$ cat config.mk
export PLATFORM = sky130hd
export DESIGN_NAME = bcd_to_bin_seq
export DESIGN_NICKNAME = d
export VERILOG_FILES = /design/src/rtl/bcd_to_bin_seq.sv
export SDC_FILE = /design/constraint.sdc
export NUM_CORES = 1
export LEC_CHECK = 0
export CAP_MARGIN = 20
export CORE_UTILIZATION = 55
export CTS_CLUSTER_SIZE = 8
export DETAILED_ROUTE_END_ITERATION = 10
export PLACE_DENSITY = 0.81
export SLEW_MARGIN = 10
export SYNTH_ARGS = -nofsm -noshare
export SYNTH_HDL_FRONTEND = slang
export SYNTH_SLANG_ARGS = --single-unit
$ cat constraint.sdc
create_clock -name clk -period 2.4 [get_ports clk]
set_input_delay 0.36 -clock clk [delete_from_list [all_inputs] [get_ports clk]]
set_output_delay 0.36 -clock clk [all_outputs]
set_load 0.02 [all_outputs]
$ cat src/rtl/bcd_to_bin_seq.sv
// rtl/bcd_to_bin_seq.sv - sequential packed-BCD to binary converter (optional BCD_TO_BIN_DIGIT_CHECK_EN)
// Reverse double-dabble: one bit per cycle, 4*DIGITS cycles per conversion.
module bcd_to_bin_seq #(
    parameter int DIGITS = 4,
    parameter int BIN_W  = 14
) (
    input  logic                  clk,
    input  logic                  rst_n,
    input  logic                  in_valid,
    output logic                  in_ready,
    input  logic [4*DIGITS-1:0]   in_bcd,
    output logic                  out_valid,
    input  logic                  out_ready,
    output logic [BIN_W-1:0]      out_bin,
    output logic                  out_err
);
    localparam int W     = 4 * DIGITS;
    localparam int CNT_W = $clog2(W + 1);

    typedef enum logic [1:0] {IDLE, SHIFT, DONE} state_t;

    state_t           state;
    logic [W-1:0]     bcd_q;
    logic [W-1:0]     bin_q;
    logic [CNT_W-1:0] cnt;
    logic [2*W-1:0]   nxt;
    logic             err_q;
    logic             bad_digit;

    // One iteration: shift {bcd,bin} right, then correct each BCD digit that reached >= 8.
    always_comb begin
        nxt = {bcd_q, bin_q} >> 1;
        for (int i = 0; i < DIGITS; i++) begin
            if (nxt[W+4*i +: 4] >= 4'd8)
                nxt[W+4*i +: 4] = nxt[W+4*i +: 4] - 4'd3;
        end
    end

`ifdef BCD_TO_BIN_DIGIT_CHECK_EN
    always_comb begin
        bad_digit = 1'b0;
        for (int i = 0; i < DIGITS; i++) begin
            if (in_bcd[4*i +: 4] > 4'd9)
                bad_digit = 1'b1;
        end
    end
`else
    assign bad_digit = 1'b0;
`endif

    always_ff @(posedge clk or negedge rst_n) begin
        if (!rst_n) begin
            state     <= IDLE;
            bcd_q     <= '0;
            bin_q     <= '0;
            cnt       <= '0;
            err_q     <= 1'b0;
            in_ready  <= 1'b1;
            out_valid <= 1'b0;
            out_bin   <= '0;
            out_err   <= 1'b0;
        end else begin
            case (state)
                IDLE: begin
                    if (in_valid) begin
                        bcd_q    <= in_bcd;
                        bin_q    <= '0;
                        cnt      <= CNT_W'(W);
                        err_q    <= bad_digit;
                        in_ready <= 1'b0;
                        state    <= SHIFT;
                    end
                end
                SHIFT: begin
                    bcd_q <= nxt[2*W-1:W];
                    bin_q <= nxt[W-1:0];
                    if (cnt != '0)
                        cnt <= cnt - CNT_W'(1);
                    if (cnt == CNT_W'(1)) begin
                        out_bin   <= err_q ? '0 : nxt[BIN_W-1:0];
                        out_err   <= err_q;
                        out_valid <= 1'b1;
                        state     <= DONE;
                    end
                end
                DONE: begin
                    if (out_ready) begin
                        out_valid <= 1'b0;
                        in_ready  <= 1'b1;
                        state     <= IDLE;
                    end
                end
                default: begin
                    state     <= IDLE;
                    in_ready  <= 1'b1;
                    out_valid <= 1'b0;
                end
            endcase
        end
    end
endmodule

==> results.txt <==
----------------------------------------------------
[Status]
  Status ... finished clean

[CTS]
  Clock H-tree levels ... 2
  Clock buffer depth ... 2
  TritonCTS clock tree ... yes
  Clock root cell ... clkbuf_8
  Number of buffers inserted during clock tree synthesis ... 5
  Hold bufs inserted after CTS ... 0
  Clock transition at the registers of the reported paths ... 0.10 ns
  Insertion delay to the later sink of the worst-skew pair ... 0.31 ns
  Post-CTS resize count ... 0
  Sink Count ... 54
  Post-CTS Setup Bufs ... 0

[Drt]
  Antenna violation net count after detailed routing ... 0
  Detailed-routing iteration count for the pre-antenna-repair pass ... 4
  Number of vias in the routed layout ... 1729
  Wirelength per Cell ... 15.33 um
  Detailed router's first-iteration violation count ... just under 100
  Via/cell ratio ... 5.744
  Remaining design rule violation count ... 0
  Total routed wirelength ... 4.613 mm

[Global routing]
  Via count of the first global-routing pass ... 1726
  Antenna violations before repair ... 0
  First-pass GRT wire length ... about 8.3 mm
  Total congestion overflow after global routing ... 0
  Global Route Usage Sum ... 21.65%
  Pin count of the biggest net entering global routing ... 33

[Logic synthesis]
  Mean post-synth cell area ... 11.76 sq um
  Most used flip-flop cell after synthesis ... dfrtp_1
  Sequential area share after synthesis ... 54.00%
  Number of warnings issued by yosys ... 0
  Async set or reset register ratio after synthesis ... 100.0%
  Count of state elements after synthesis ... 54
  Distinct cells, synth ... 42
  Gate count after technology mapping ... 213
  Number of enable flip-flop cells after synthesis ... 0
  Cell type with the largest total area after synthesis ... dfrtp_1
  Synthesized cell area ... ~0.0025 sq mm
  Fraction of synthesized cell area taken by the top area cell type ... a little over half
  Most repeated cell in the gate-level netlist after synthesis ... dfrtp_1
  Cell types with the largest area share after synthesis ... dfrtp_1 (53%), a22o_1 (5.2%), mux2_4 (4.8%), ha_1 (4.0%), mux2_2 (2.7%)
  Syn Nets ... 241
  Synth top cells by count ... dfrtp_1 (53), a22o_1 (15), nand2_1 (15)

[Finish]
  Layout cells sized above 1 ... 13.65%
  FF/Latch Area ... between 0.001 and 0.0015 sq mm
  Growth of design area from synthesis to finish ... 19.93%
  Antenna diode count ... 0
  Post-Layout Inst Area ... 0.003004 sq mm
  Nets ... 276
  Area of combinational cells with multiple inputs ... 0.001040 sq mm
  Filler Cells Inserted ... 336

[Placement]
  Area post-placement ... 0.002909 sq mm
  Final GP Congestion ... about 0.76
  Estimated wirelength of the detail-placed design ... 3.291 mm
  Port bufs ... 35

[Pwr]
  Power density over the cells ... 1333 mW/mm^2
  Worst-case vdd ir drop ... around 0.00052 V
  Tot Pwr ... 0.004004 W
  Static leakage power ... 1.407 nW

[Timing]
  Minimum period implied by the final worst setup slack ... 1.822 ns
  RSZ-0062 raised after global routing ... no
  Slew Limit Fails ... 0
  Worst-Margin Slew ... 0.5672 ns
  Fin. Hold Viols ... 0
  Setup_tns ... 0 ns
  Max Clock Freq ... between 500 and 600 MHz
  Worst relative slew slack ... 62.18%
  Endpoints failing setup ... 0
  Post-route clock skew ... 0.01149 ns
  Period utilization ... 75.90%

[Critical path]
  Setup crit start ... in_ready
  Cell with the largest stage delay on the worst path ... clkdlybuf4s50_1
  CP Cell Sequence ... clkdlybuf4s50_1
  Crit path buffers/inverters ... 1
  CP Data Required Time ... around 2.0 ns
  Start of the worst register-to-register path ... state[0]
  Worst stage delay on the critical path ... 0.60 ns
  Worst-path fanout max ... 3
  Top Family by Delay on Critical Path ... buffers and inverters
  Critical path type ... reg2out
  Crit. path cell count ... 1
  Number of cells on the worst reg-to-reg path ... 4
  Type of element capturing the critical path ... output port
  Arrival time at the worst endpoint ... 1.46 ns
  Critical Path Source Type ... flip-flop

[Job]
  Max Cap Violations ... 0

[Floorplanning]
  Starting density of the core ... 57.53%
  Die outline width ... between 60 and 70 um
  Core outline area ... between 0.004 and 0.005 sq mm
  Number of placement rows ... 24
  Boundary pin count ... 37
  Die outline height ... around 69 um
  Total Die Area ... 0.004828 sq mm

[Hold path]
  Hold Path Class ... in2async

----------------------------------------------------
==> per-stage QoR <==
step / setup WS, ns / utilization (%) / hold slack (ns) / std cells
3_3_place_gp: 0.5725 / 66.81 / 0.3857 / 293
6_report: 0.5783 / 68.99 / 0.02368 / 301
4_1_cts: 0.5659 / 68.99 / 0.03619 / 301
5_1_grt: 0.5087 / 68.99 / 0.05906 / 301
2_1_floorplan: 1.010 / - / 0.06441 / 213
3_5_place_dp: 0.5426 / 66.81 / 0.3839 / 293
==> cells in the final DEF, fill, tap and decap left out, types with 2 or more instances in the layout <==
cell             count
dfrtp_1             53
clkdlybuf4s50_1     34
a22o_1              15
nand2_1             15
inv_1               13
mux2_4               8
o22ai_1              8
nor2_1               8
ha_1                 8
nor2b_1              7
a21oi_1              7
o21ai_0              6
mux2_2               6
a31oi_1              5
clkbuf_8             5
buf_4                5
mux2i_1              4
xnor2_1              3
nor3_1               3
a221oi_1             3
xor2_1               3
clkinv_4             3
o41ai_1              2
nor3b_1              2
a2bb2oi_1            2
o221ai_1             2
==> worst paths after layout <==
kind	to	slack, ns
max in group asynchronous	out_bin[5]	1.82
min in group clk	out_bin[4]	0.51
min reg2reg	out_bin[4]	0.51
max	in_ready	0.58
min	bcd_q[9]	0.02
max reg2reg	cnt[3]	0.68
==> routing by layer <==
metal | up-vias | share of wire, % | track usage [%] | wire length (um)
li1 | 836 | - | - | -
met1 | 846 | 48 | 30.97 | 2208
met2 | 42 | 47 | 33.98 | 2178
met3 | 5 | 4.1 | 4.506 | 187
met4 | 0 | 0.82 | 5.442 | 38
met5 | - | 0 | 0 | 0
==> cell type report <==
| class | instances | share of cell area (%) |
|---|---|---|
| Clock buffer | 5 | 2.291 |
| Sequential cell | 54 | 45.02 |
| Inverter | 13 | 1.624 |
| Tap cell | 52 | 2.166 |
| Clock inverter | 3 | 0.8746 |
| Multi-Input combinational cell | 133 | 34.61 |
| Timing Repair Buffer | 41 | 13.41 |
==> power breakdown <==
| part | switching (W) | internal (W) |
|---|---|---|
| logic | 0.000843 | 0.000939 |
| clock network | 0.000312 | 0.000211 |
| registers | 0.000377 | 0.00132 |
==> sequential cells by signal (all words and copies together), names as in the netlist <==
register   count
out_valid      1
in_ready       1
state          2
bin_q         15
out_bin       14
bcd_q         16
cnt            5
==> logic make-up (layout without fill, tap and decap cells) <==
kind of cell	count (synthesis)	in the layout	synth area share, %
buffers and inverters	26	62	4.646
xor gates and xnor gates	6	6	2.098
adders and majority gates	8	8	3.996
AOI/OAI and AO/OA	60	60	17.58
other	1	1	0.1497
DFF	54	54	54.00
muxes	18	18	9.091
and+or+nand+nor	40	40	8.441
No activity file was read; power rests on OpenSTA's default activity.
